==> config.mk <==
export PLATFORM = sky130hd
export DESIGN_NAME = mcycle_unit
export DESIGN_NICKNAME = d
export VERILOG_FILES = /design/src/rtl/mcycle_unit.sv
export SDC_FILE = /design/constraint.sdc
export NUM_CORES = 1
export LEC_CHECK = 0
export CAP_MARGIN = 20
export CORE_ASPECT_RATIO = 0.7
export CORE_MARGIN = 4
export CORE_UTILIZATION = 61
export DETAILED_ROUTE_END_ITERATION = 12
export PLACE_DENSITY_LB_ADDON = 0.05
export REMOVE_ABC_BUFFERS = 1
export SLEW_MARGIN = 20
export SYNTH_ARGS = -nofsm -noshare
export SYNTH_HDL_FRONTEND = slang
export SYNTH_SLANG_ARGS = --single-unit
==> constraint.sdc <==
create_clock -name CLK -period 5.9 [get_ports CLK]
set_clock_uncertainty 0.2 [all_clocks]
set_input_delay 0.59 -clock CLK [delete_from_list [all_inputs] [get_ports CLK]]
set_output_delay 0.59 -clock CLK [all_outputs]
set_load 0.02 [all_outputs]
==> src/rtl/mcycle_unit.sv <==
// mcycle_unit: iterative shift-add multiplier / restoring divider taking WIDTH cycles per operation.
// Define MCYCLE_DIV_EN to build the divider; without it, divides complete on time with zero results.
module mcycle_unit #(
  parameter int WIDTH = 32
) (
  input  logic             CLK,
  input  logic             RESETn,
  input  logic             Start,
  input  logic [1:0]       MCycleOp,
  input  logic [WIDTH-1:0] Operand1,
  input  logic [WIDTH-1:0] Operand2,
  input  logic [3:0]       WA3In,
  output logic [WIDTH-1:0] Result1,
  output logic [WIDTH-1:0] Result2,
  output logic             Busy,
  output logic             Done,
  output logic [3:0]       MCycleWA3
);

  localparam int CW = (WIDTH > 1) ? $clog2(WIDTH) : 1;
  localparam logic [CW-1:0] LAST_CNT = CW'(WIDTH - 1);
  localparam logic [CW-1:0] ONE_CNT  = {{(CW-1){1'b0}}, 1'b1};
  localparam logic [CW-1:0] ZERO_CNT = {CW{1'b0}};

  typedef enum logic [1:0] {
    S_IDLE = 2'd0,
    S_RUN  = 2'd1,
    S_DONE = 2'd2
  } state_t;

  state_t             state_r;
  logic [CW-1:0]      count_r;
  logic               is_div_r;
  logic [WIDTH-1:0]   mcand_r;
  logic [2*WIDTH-1:0] acc_r;
  logic               neg_lo_r;
  logic               busy_r;
  logic               done_r;
  logic [WIDTH-1:0]   result1_r;
  logic [WIDTH-1:0]   result2_r;
  logic [3:0]         wa3_r;
`ifdef MCYCLE_DIV_EN
  logic               neg_hi_r;
  logic               div0_r;
  logic [WIDTH-1:0]   dividend_r;
  logic [WIDTH:0]     rem_wide_s;
  logic [WIDTH-1:0]   sub_s;
  logic [2*WIDTH-1:0] div_nxt_s;
`endif

  logic               s1_s;
  logic               s2_s;
  logic [WIDTH-1:0]   abs1_s;
  logic [WIDTH-1:0]   abs2_s;
  logic [WIDTH:0]     add_s;
  logic [2*WIDTH-1:0] mul_nxt_s;
  logic [2*WIDTH-1:0] prod_s;
  logic [2*WIDTH-1:0] step_nxt_s;
  logic [WIDTH-1:0]   res1_s;
  logic [WIDTH-1:0]   res2_s;

  function automatic logic [WIDTH-1:0] neg_w(input logic [WIDTH-1:0] v);
    return ~v + {{(WIDTH-1){1'b0}}, 1'b1};
  endfunction

  function automatic logic [2*WIDTH-1:0] neg_2w(input logic [2*WIDTH-1:0] v);
    return ~v + {{(2*WIDTH-1){1'b0}}, 1'b1};
  endfunction

  // Operand signs and magnitudes captured on acceptance
  always_comb begin
    s1_s = MCycleOp[1] & Operand1[WIDTH-1];
    s2_s = MCycleOp[1] & Operand2[WIDTH-1];
    if (s1_s) begin
      abs1_s = neg_w(Operand1);
    end else begin
      abs1_s = Operand1;
    end
    if (s2_s) begin
      abs2_s = neg_w(Operand2);
    end else begin
      abs2_s = Operand2;
    end
  end

  // One iteration step, plus the sign fix-up used when the last step completes
  always_comb begin
    // Multiplier bits shift out of the low half as product bits shift in from the top
    add_s     = {1'b0, acc_r[2*WIDTH-1:WIDTH]} + {1'b0, mcand_r & {WIDTH{acc_r[0]}}};
    mul_nxt_s = {add_s, acc_r[WIDTH-1:1]};
    if (neg_lo_r) begin
      prod_s = neg_2w(mul_nxt_s);
    end else begin
      prod_s = mul_nxt_s;
    end
`ifdef MCYCLE_DIV_EN
    // Shifted partial remainder can reach WIDTH+1 bits before the trial subtract
    rem_wide_s = acc_r[2*WIDTH-1:WIDTH-1];
    sub_s      = rem_wide_s[WIDTH-1:0] - mcand_r;
    if (rem_wide_s >= {1'b0, mcand_r}) begin
      div_nxt_s = {sub_s, acc_r[WIDTH-2:0], 1'b1};
    end else begin
      div_nxt_s = {acc_r[2*WIDTH-2:0], 1'b0};
    end
    if (is_div_r) begin
      step_nxt_s = div_nxt_s;
      if (div0_r) begin
        res1_s = {WIDTH{1'b1}};
        res2_s = dividend_r;
      end else begin
        // MIN / -1 falls out naturally: magnitude 2^(WIDTH-1), positive sign, zero remainder
        res1_s = neg_lo_r ? neg_w(div_nxt_s[WIDTH-1:0]) : div_nxt_s[WIDTH-1:0];
        res2_s = neg_hi_r ? neg_w(div_nxt_s[2*WIDTH-1:WIDTH]) : div_nxt_s[2*WIDTH-1:WIDTH];
      end
    end else begin
      step_nxt_s = mul_nxt_s;
      res1_s     = prod_s[WIDTH-1:0];
      res2_s     = prod_s[2*WIDTH-1:WIDTH];
    end
`else
    step_nxt_s = mul_nxt_s;
    if (is_div_r) begin
      res1_s = {WIDTH{1'b0}};
      res2_s = {WIDTH{1'b0}};
    end else begin
      res1_s = prod_s[WIDTH-1:0];
      res2_s = prod_s[2*WIDTH-1:WIDTH];
    end
`endif
  end

  // Control FSM, operand capture, iteration state and registered outputs
  always_ff @(posedge CLK or negedge RESETn) begin
    if (!RESETn) begin
      state_r    <= S_IDLE;
      count_r    <= ZERO_CNT;
      is_div_r   <= 1'b0;
      mcand_r    <= {WIDTH{1'b0}};
      acc_r      <= {(2*WIDTH){1'b0}};
      neg_lo_r   <= 1'b0;
      busy_r     <= 1'b0;
      done_r     <= 1'b0;
      result1_r  <= {WIDTH{1'b0}};
      result2_r  <= {WIDTH{1'b0}};
      wa3_r      <= 4'd0;
`ifdef MCYCLE_DIV_EN
      neg_hi_r   <= 1'b0;
      div0_r     <= 1'b0;
      dividend_r <= {WIDTH{1'b0}};
`endif
    end else begin
      case (state_r)
        S_IDLE, S_DONE: begin
          done_r <= 1'b0;
          if (Start) begin
            state_r  <= S_RUN;
            busy_r   <= 1'b1;
            count_r  <= ZERO_CNT;
            is_div_r <= MCycleOp[0];
            wa3_r    <= WA3In;
            neg_lo_r <= s1_s ^ s2_s;
`ifdef MCYCLE_DIV_EN
            neg_hi_r   <= s1_s;
            div0_r     <= (Operand2 == {WIDTH{1'b0}});
            dividend_r <= Operand1;
            if (MCycleOp[0]) begin
              mcand_r <= abs2_s;
              acc_r   <= {{WIDTH{1'b0}}, abs1_s};
            end else begin
              mcand_r <= abs1_s;
              acc_r   <= {{WIDTH{1'b0}}, abs2_s};
            end
`else
            mcand_r <= abs1_s;
            acc_r   <= {{WIDTH{1'b0}}, abs2_s};
`endif
          end else begin
            state_r <= S_IDLE;
            busy_r  <= 1'b0;
          end
        end
        S_RUN: begin
          acc_r <= step_nxt_s;
          if (count_r == LAST_CNT) begin
            state_r   <= S_DONE;
            busy_r    <= 1'b0;
            done_r    <= 1'b1;
            count_r   <= ZERO_CNT;
            result1_r <= res1_s;
            result2_r <= res2_s;
          end else begin
            count_r <= count_r + ONE_CNT;
          end
        end
        default: begin
          state_r <= S_IDLE;
          busy_r  <= 1'b0;
          done_r  <= 1'b0;
          count_r <= ZERO_CNT;
        end
      endcase
    end
  end

  assign Busy      = busy_r;
  assign Done      = done_r;
  assign Result1   = result1_r;
  assign Result2   = result2_r;
  assign MCycleWA3 = wa3_r;

endmodule

Word level (Yosys, flattened, before mapping)
Cells that the tools add are included.
- add/subtract/negate cells: 5
- $mul: 0
- div/mod/pow operators: 0
- magnitude comparators: 0
- equal/unequal tests: 5
- shift-type cells: 0
- multiplexer cells: 18
- bitwise logic cells: 7
- reduce and logical (&&, ||, !) cells: 6
- operator list (kind ; number):
    32-bit two-way mux ; 4
    64-bit two-way mux ; 2
    64-bit one-hot mux with 2 select lines ; 1
    32-bit by 1-bit adder with 32-bit output (second input constant) ; 2
    64-bit by 1-bit adder with 64-bit output (second input constant) ; 1
    32-bit inverter ; 2
    64-bit inverter ; 1
    32-bit by 32-bit adder with 33-bit output ; 1
    32-bit AND ; 1
    5-bit two-way mux ; 2
    5-bit one-hot mux with 2 select lines ; 1
    2-bit AND reduction ; 3
    5-bit by 1-bit adder with 5-bit output (second input constant) ; 1
    5-bit == test (second input constant) ; 1
    1-bit two-way mux ; 5
    2-bit != test (second input constant) ; 2
    2-bit one-hot mux with 2 select lines ; 1
    1-bit AND ; 2
    2-bit by 1-bit == test with 1-bit output (second input constant) ; 1
    2-bit == test (second input constant) ; 1
    2-bit zero test ; 1
    2-bit two-way mux ; 1
    1-bit one-hot mux with 2 select lines ; 1
    2-bit nonzero test ; 1
    2 further kinds ; 2
- register bits after elaboration: 175
- latch bits: 0
- RAM bits: 0
- memory bits (read-only): 0
- input bits: 73
- output and inout port bits: 70
- word-level logic and storage cells: 52
- memories kept: 0

Depth between registers and ports, before layout
Gate-level depths: netlist (run 1).
- depth after elaboration: 6
- depth in mapped cells: 14
- depth with buffers taken out: 13

Least setup slack after synthesis (run 1)
OpenSTA, ideal clock, no wires.
- path kind: register to register
- from: register acc_r[0]
- to: register result2_r[31], in the netlist Result2[31]
- library setup time: 127 ps
- data arrival time: 3689 ps
- data required time: 5573 ps
- path slack: 1885 ps
- cell stages (with the launch flop): 15
- path buffers: 1
- period minus slack after synthesis: 4015 ps
- cells stage by stage: dfrtp_1 -> clkbuf_1 -> and2_1 -> ha_1 -> fa_1 -> a21o_2 -> a221o_1 -> o2bb2ai_2 -> or3_1 -> a21o_1 -> nor4b_2 -> nand4_1 -> o41ai_1 -> xor2_1 -> o21ai_1
- longest elaborated chain between the ends: 6
- ends and longest elaborated chain (what ; RTL line ; source):
    start, declared ; 35 ; logic [2*WIDTH-1:0] acc_r;
    start signal, assigned ; 139 ; acc_r <= {(2*WIDTH){1'b0}};
    start signal, assigned ; 175 ; acc_r <= {{WIDTH{1'b0}}, abs2_s};
    start signal, assigned ; 183 ; acc_r <= step_nxt_s;
    32-bit AND (*) ; 89 ; add_s = {1'b0, acc_r[2*WIDTH-1:WIDTH]} + {1'b0, mcand_r & {WIDTH{acc_r[0]}}};
    32-bit by 32-bit adder with 33-bit output (*) ; 89 ;
    64-bit inverter ; 67 ; return ~v + {{(2*WIDTH-1){1'b0}}, 1'b1};
    64-bit by 1-bit adder with 64-bit output ; 67 ;
    64-bit two-way mux (*) ; 91 ; if (neg_lo_r) begin
    32-bit two-way mux (*) ; 122 ; if (is_div_r) begin
    end signal, assigned ; 144 ; result2_r <= {WIDTH{1'b0}};
    end signal, assigned ; 190 ; result2_r <= res2_s;
    end, declared ; 40 ; logic [WIDTH-1:0] result2_r;
Mark *: on every way between the ends. The rest lies on a longest branch, timed or not.
A chain may end at the register's enable or synchronous reset.

Worst setup path after layout (run 1)
- from: register acc_r[0]
- to: register result2_r[24], in the netlist Result2[24]
Same word-level chain as after synthesis.

==> results of run 1 <==
==> worst max path at each step <==
stage | start | to | slack [ps] | cells after the start
after floorplan | state_r[0] | Result2[19] | 160 | 6
after global placement | acc_r[0] | Result2[31] | 1110 | 13
after detailed placement | acc_r[0] | Result2[24] | 1010 | 13
after CTS | acc_r[0] | Result2[24] | 1000 | 12
after global routing | acc_r[0] | Result2[24] | 510 | 12
final | acc_r[0] | Result2[24] | 910 | 12
==> power by group through the flow <==
stage / Combinational, mW / Clock (mW) / Sequential, mW
floorplan: 2.45 / 0 / 2.25
global placement: 3.76 / 0 / 2.12
detailed placement: 3.81 / 0 / 2.14
CTS: 3.84 / 1.13 / 2.12
global route: 4.26 / 1.18 / 2.20
finish: 3.87 / 1.12 / 2.13
==> logic make-up after synthesis <==
group / count (synthesis) / share of synthesized area
adder cells (fa/ha/maj): 38 / 0.04259
multiplexers: 3 / 0.002648
buffers and inverters: 91 / 0.03134
AO/OA/AOI/OAI: 422 / 0.2408
AND/OR/NAND/NOR: 445 / 0.1912
XOR/XNOR: 142 / 0.1097
flip-flops: 173 / 0.3818
==> routing by layer <==
layer | share of wire | GRT usage | vias to the layer above
met2 | 0.43 | 0.4619 | 426
li1 | - | - | 4957
met4 | 0.019 | 0.09253 | 2
met1 | 0.47 | 0.4682 | 4995
met5 | 0.00041 | 0 | -
met3 | 0.086 | 0.07136 | 51
==> cell type report <==
type	count	share of cell area
multi-input combinational	1050	0.4953
clock buffer	18	0.03184
sequential	173	0.3212
clock inverter	14	0.01114
tap	236	0.02191
timing repair buffer	155	0.1130
inverter	20	0.005571
==> metrics by stage <==
| step | total power [mW] | instances |
|---|---|---|
| final | 7.121 | 1666 |
| after global routing | 7.644 | 1666 |
| after CTS | 7.082 | 1666 |
| after detailed placement | 5.949 | 1633 |
| after global placement | 5.878 | 1633 |
| after floorplan | 4.695 | 1243 |
==> layout by cell type, fill, tap and decap left out, drive strengths merged, types with 33 or more instances in the layout <==
cell	count
clkdlybuf4s50	141
xnor2	62
nor2	66
a22o	33
and2	49
nand2	190
o21ai	173
dfrtp	173
ha	37
a21oi	66
xor2	80
==> registers in the layout, summed over array words and instances (netlist names) <==
| signal | flops |
|---|---|
| MCycleWA3 | 4 |
| Result1 | 32 |
| Result2 | 32 |
| acc_r | 64 |
| count_r | 5 |
| is_div_r | 1 |
| mcand_r | 32 |
| neg_lo_r | 1 |
| state_r | 2 |
==> critical path, cell delays in order, from the launching register on <==
cell and delay, ps:
dfrtp_1 980, and2_1 240, ha_1 370, a21oi_1 310, o21ai_1 210, a32oi_1 450, nand2_1 100, o311ai_1 450
nor4b_2 620, nand4_1 310, o31ai_1 310, xor2_1 100, a22o_1 210
==> what timing repair did <==
action,4_1_cts,5_1_grt
hold buffers,1,0
setup buffers,0,0
endpoints found under the hold margin,63,0
==> results.ini, run 1 <==
[cells_and_area]
multi_input_area_sq_um = 6675
seq_area_sq_um = 4329
n_antenna_cell = 0
syn_to_final_growth_pct = 18.85
drive_gt1_frac = 0.05175
fillers = 1376
final_util = 0.7442
design_area_sq_um = 13480
final_nets = 1528

[floorplanning]
die_y_microns = 122.1
initial_core_util = 0.6262
core_sq_um = 18110
ios = 143
die-area_sq_um = 20870
num_rows = 41
die_width_microns = 171.0

[sta]
slew_headroom = 0.3523
timing.hold.ws_ps = 282.4
worstMarginPinSlew_ps = 971.6
post-route-min-period_ps = 4991
period_share = 0.8460
final-max-slew-violation-count = 0
setup_slack_ps = 908.9
rsz0062_at_grt = false
hold_viol = 0
setup_tns_ps = 0
setup_viol = 0
max_freq_mhz = 200.4

[detailed_routing]
num_vias = 10430
vias_per_cell = 6.261
drc = 0
drtAntennaViolNets = 0
drt_wl_total_mm = 32.07
wl_per_cell_microns = 19.25
drtPass1Iterations = 5
drtIter0Drc = 1036

[logic_synthesis]
synth-seq-cells = 173
synth.avg_cell_area_sq_um = 8.630
yosysUniqueCellTypes = 72
seq_area_frac_synth = 0.3818
synth.area.top_cells = dfrtp_1 (38%), o21ai_0 (7.2%), nand2_1 (6.3%)
synth_top_area_cell = dfrtp_1
yosys.cell_count.top_type = nand2_1
netlist_area_sq_um = 11340
async_reset_ff_frac = 1.000
yosysWarnings = 0
dominantRegCellSynth = dfrtp_1
synth_top_area_frac = 0.3818
synth_commonest_cells = nand2_1 (190), dfrtp_1 (173), o21ai_0 (164), xor2_1 (80), nor2_1 (66)
synth_edf_count = 0
synthesis.instances = 1314

[setup_path]
cp-end-kind = flop
crit_required_ps = 6030
crit_fanout = 33
start_kind = flop
cp.arrival_ps = 5120
r2r_slack_ps = 910
r2r_end = Result2[24]
r2r_start = acc_r[0]
r2r_cells = 12
path_class = reg2reg

[placed_design]
dp_worst_setup_slack_ps = 1007
place_hpwl_mm = 23.31
io_buffers = 142
placed_area_sq_um = 12890
gp_congestion = 0.9509

[global_routing]
grt_use_total = 0.3148
overflow = 0
grt_pass1_vias = 10000
antenna_found_initial = 1
grt_start_max_net_pins = 70
grt_pass1_wl_mm = 52.24

[clocking]
numCtsBuffers = 17
clock-sinks = 173
clock_path_buffers = 2
worstSkewPairLatency_ps = 450
clk_pin_slew_ps = 70
cts_resized = 0
cts-root-buf = clkbuf_16
cts_tree = built
h-tree-depth = 4

[power]
internal_power_mw = 3.876
clkPwrFrac = 0.157
sw_frac_of_total = 0.4557
power_density_nw_per_um2 = 528.4
comb_power_share = 0.543
p_leak_nw = 5.681
pwr-share-seq = 0.300
max-vdd-ir-drop_uv = 276.7
switchingPower_mw = 3.245

[run]
cap_violations = 0

[outcome]
status = completed

[hold_path]
hold_path_class = reg2reg
hp-start = mcand_r[3]
worstHoldEndpoint = mcand_r[3]
min_path_cells = 2

Power figures use the tool's default switching activity.
==> run 2: changes to the inputs <==
--- a/config.mk
+++ b/config.mk
@@ -8,7 +8,7 @@
 export CAP_MARGIN = 20
 export CORE_ASPECT_RATIO = 0.7
 export CORE_MARGIN = 4
-export CORE_UTILIZATION = 61
+export CORE_UTILIZATION = 51
 export DETAILED_ROUTE_END_ITERATION = 12
 export PLACE_DENSITY_LB_ADDON = 0.05
 export REMOVE_ABC_BUFFERS = 1
==> constraint.sdc (replaced) <==
create_clock -name CLK -period 4.4 [get_ports CLK]
set_clock_uncertainty 0.2 [all_clocks]
set_input_delay 0.44 -clock CLK [delete_from_list [all_inputs] [get_ports CLK]]
set_output_delay 0.44 -clock CLK [all_outputs]
set_load 0.02 [all_outputs]
==> run 2 against run 1 <==
  * Sequential power up 33%
  * Non-clock buffer count up 31
  * Hold slack worse by 6.0 ps
  * First-iteration DRC count down 12%
  * Utilization down 11 points
  * Global-route usage down 4.4 points
  * Design area up 3.1%
  * Critical endpoint is now Result2[27]
  * Largest cell class unchanged
==> results.ini, run 2 (synthesized netlist as in run 1, its figures left out) <==
[hold_path]
hp-start = mcand_r[21]
min_path_cells = 2  ; unchanged
worstHoldEndpoint = mcand_r[21]
hold_path_class = reg2reg

[power]
switchingPower_mw = 4.397  ; +35%
comb_power_share = 0.552  ; +0.009
clkPwrFrac = 0.162  ; +0.005
sw_frac_of_total = 0.4419  ; -0.01386
max-vdd-ir-drop_uv = 372.4  ; +35%
power_density_nw_per_um2 = 716.2  ; +36%
p_leak_nw = 5.847  ; +2.9%
internal_power_mw = 5.554  ; +43%
pwr-share-seq = 0.286  ; -0.014

[floorplanning]
ios = 143  ; unchanged
die_y_microns = 132.8  ; +8.7%
die-area_sq_um = 24720  ; +18%
core_sq_um = 21790  ; +20%
initial_core_util = 0.5204  ; -0.1058
num_rows = 45  ; +9.8%
die_width_microns = 186.2  ; +8.9%

[clocking]
clk_pin_slew_ps = 70  ; about the same
worstSkewPairLatency_ps = 450  ; about the same
numCtsBuffers = 17  ; unchanged
cts-root-buf = clkbuf_16
clock-sinks = 173  ; unchanged
h-tree-depth = 4  ; unchanged
cts_tree = built
clock_path_buffers = 2  ; unchanged

[detailed_routing]
wl_per_cell_microns = 19.27  ; +0.11%
drtAntennaViolNets = 0  ; unchanged
drc = 0  ; unchanged
drtIter0Drc = 915  ; -12%
vias_per_cell = 6.063  ; -3.2%
drt_wl_total_mm = 33.56  ; +4.7%
num_vias = 10560  ; +1.3%
drtPass1Iterations = 5  ; unchanged

[cells_and_area]
n_antenna_cell = 0  ; unchanged
drive_gt1_frac = 0.08082  ; +0.02907
fillers = 1875  ; +36%
largest_reg_flops = 64  ; unchanged
final_common_cell = nand2_1
regMostFlops = acc_r
final_nets = 1559  ; +2.0%
finalNonFillerCells = 1742  ; +4.6%
syn_to_final_growth_pct = 22.52
layout_common_cells = nand2_1 (189), dfrtp_1 (172), o21ai_0 (164)

[setup_path]
slowest_delay_ps = 530  ; -450 ps
crit_required_ps = 4540  ; -1490 ps
r2r_end = Result2[27]
crit_family = compound AO/OA/AOI/OAI gates
cp-end-kind = flop
cp.arrival_ps = 4330  ; -790 ps
r2r_cells = 13  ; +1
crit_fanout = 6  ; -82%
worstPathCellList = clkbuf_2, and2_1, ha_1, o211ai_1, o211ai_2, a32o_1, or4_4, and3_4, a2111oi_4, nand4_1, o41ai_2, xor2_1, a22o_1
slowest_stage = or4_4
r2r_start = acc_r[0]
path_class = reg2reg
cp_num_buf_inv = 1  ; +1
start_kind = flop
r2r_slack_ps = 210  ; -690 ps

[global_routing]
antenna_found_initial = 0  ; -1
grt_pass1_vias = 9848  ; -1.5%
grt_use_total = 0.2705  ; -0.04430
grt_pass1_wl_mm = 53.39  ; +2.2%
overflow = 0  ; unchanged
grt_start_max_net_pins = 90  ; +29%

[run]
cap_violations = 0  ; unchanged

[sta]
setup_slack_ps = 214.1  ; -694.7 ps
slew_headroom = 0.4049  ; +0.05261
period_share = 0.9513  ; +0.1054
setup_viol = 0  ; unchanged
worstMarginPinSlew_ps = 890.6  ; -81.03 ps
final-max-slew-violation-count = 0  ; unchanged
hold_viol = 0  ; unchanged
max_freq_mhz = 238.9  ; +19%
rsz0062_at_grt = false
timing.hold.ws_ps = 276.3  ; -6.033 ps
post-route-min-period_ps = 4186  ; -805.3 ps

[placed_design]
io_buffers = 142  ; unchanged
dp.cells = 1707  ; +4.5%
gp_congestion = 0.9304  ; -2.2%
dp_worst_setup_slack_ps = 222.6  ; -784.0 ps
place_hpwl_mm = 24.42  ; +4.8%

[outcome]
status = completed

run 2: how the worst max path moves through the flow:
stage / from / end / slack (ps) / depth (start not counted)
finish: acc_r[0] / Result2[27] / 210 / 13
global route: acc_r[0] / Result2[27] / 5 / 13
CTS: acc_r[0] / Result2[31] / 190 / 13
detailed placement: acc_r[0] / Result2[24] / 220 / 13
global placement: acc_r[0] / Result2[31] / 310 / 13
floorplan: state_r[0] / Result2[19] / -1340 / 6
run 2: layer usage:
metal	up-vias	part of all wire	global-route usage
li1	5005	-	-
met1	5114	0.48	0.4128
met3	50	0.073	0.05826
met4	0	0.019	0.07848
met2	393	0.43	0.3848
met5	-	0	0
run 2: repair_timing:
item | CTS | global route
endpoints found under the hold margin | 86 | 0
gates resized for setup | 0 | 18
hold buffers | 1 | 0
setup buffers | 0 | 3
setup endpoints to repair | 0 | 6
run 2: tightest hold or removal path, stage by stage (launching register included):
cell and delay (ps):
dfrtp_1 340, nand2_1 40, o21ai_0 60
run 2: cell type report:
class | count | area, sq um | area share
clock buffers | 20 | 446.7 | 0.03215
clock inverters | 11 | 157.7 | 0.01135
inverters | 20 | 75.07 | 0.005403
multi-input cells | 1050 | 6761 | 0.4867
flip-flops and latches | 173 | 4330 | 0.3117
well taps | 282 | 352.8 | 0.02540
repair buffers | 186 | 1769 | 0.1273
run 2: power groups by stage:
stage | clock network (mW) | registers (mW) | logic [mW]
global route | 1.70 | 2.92 | 6.02
finish | 1.61 | 2.84 | 5.49
global placement | 0 | 2.83 | 5.26
CTS | 1.63 | 2.83 | 5.38
detailed placement | 0 | 2.84 | 5.35
floorplan | 0 | 3.01 | 3.28
run 2: stage by stage:
step	util	instance area [sq um]	power, mW	TNS [ps]
6_report	0.6376	13890	9.951	0
5_1_grt	0.6376	13890	10.64	0
4_1_cts	0.6325	13780	9.848	0
3_5_place_dp	0.6043	13170	8.192	0
3_3_place_gp	0.6043	13170	8.088	0
2_1_floorplan	-	11060	6.296	-93140
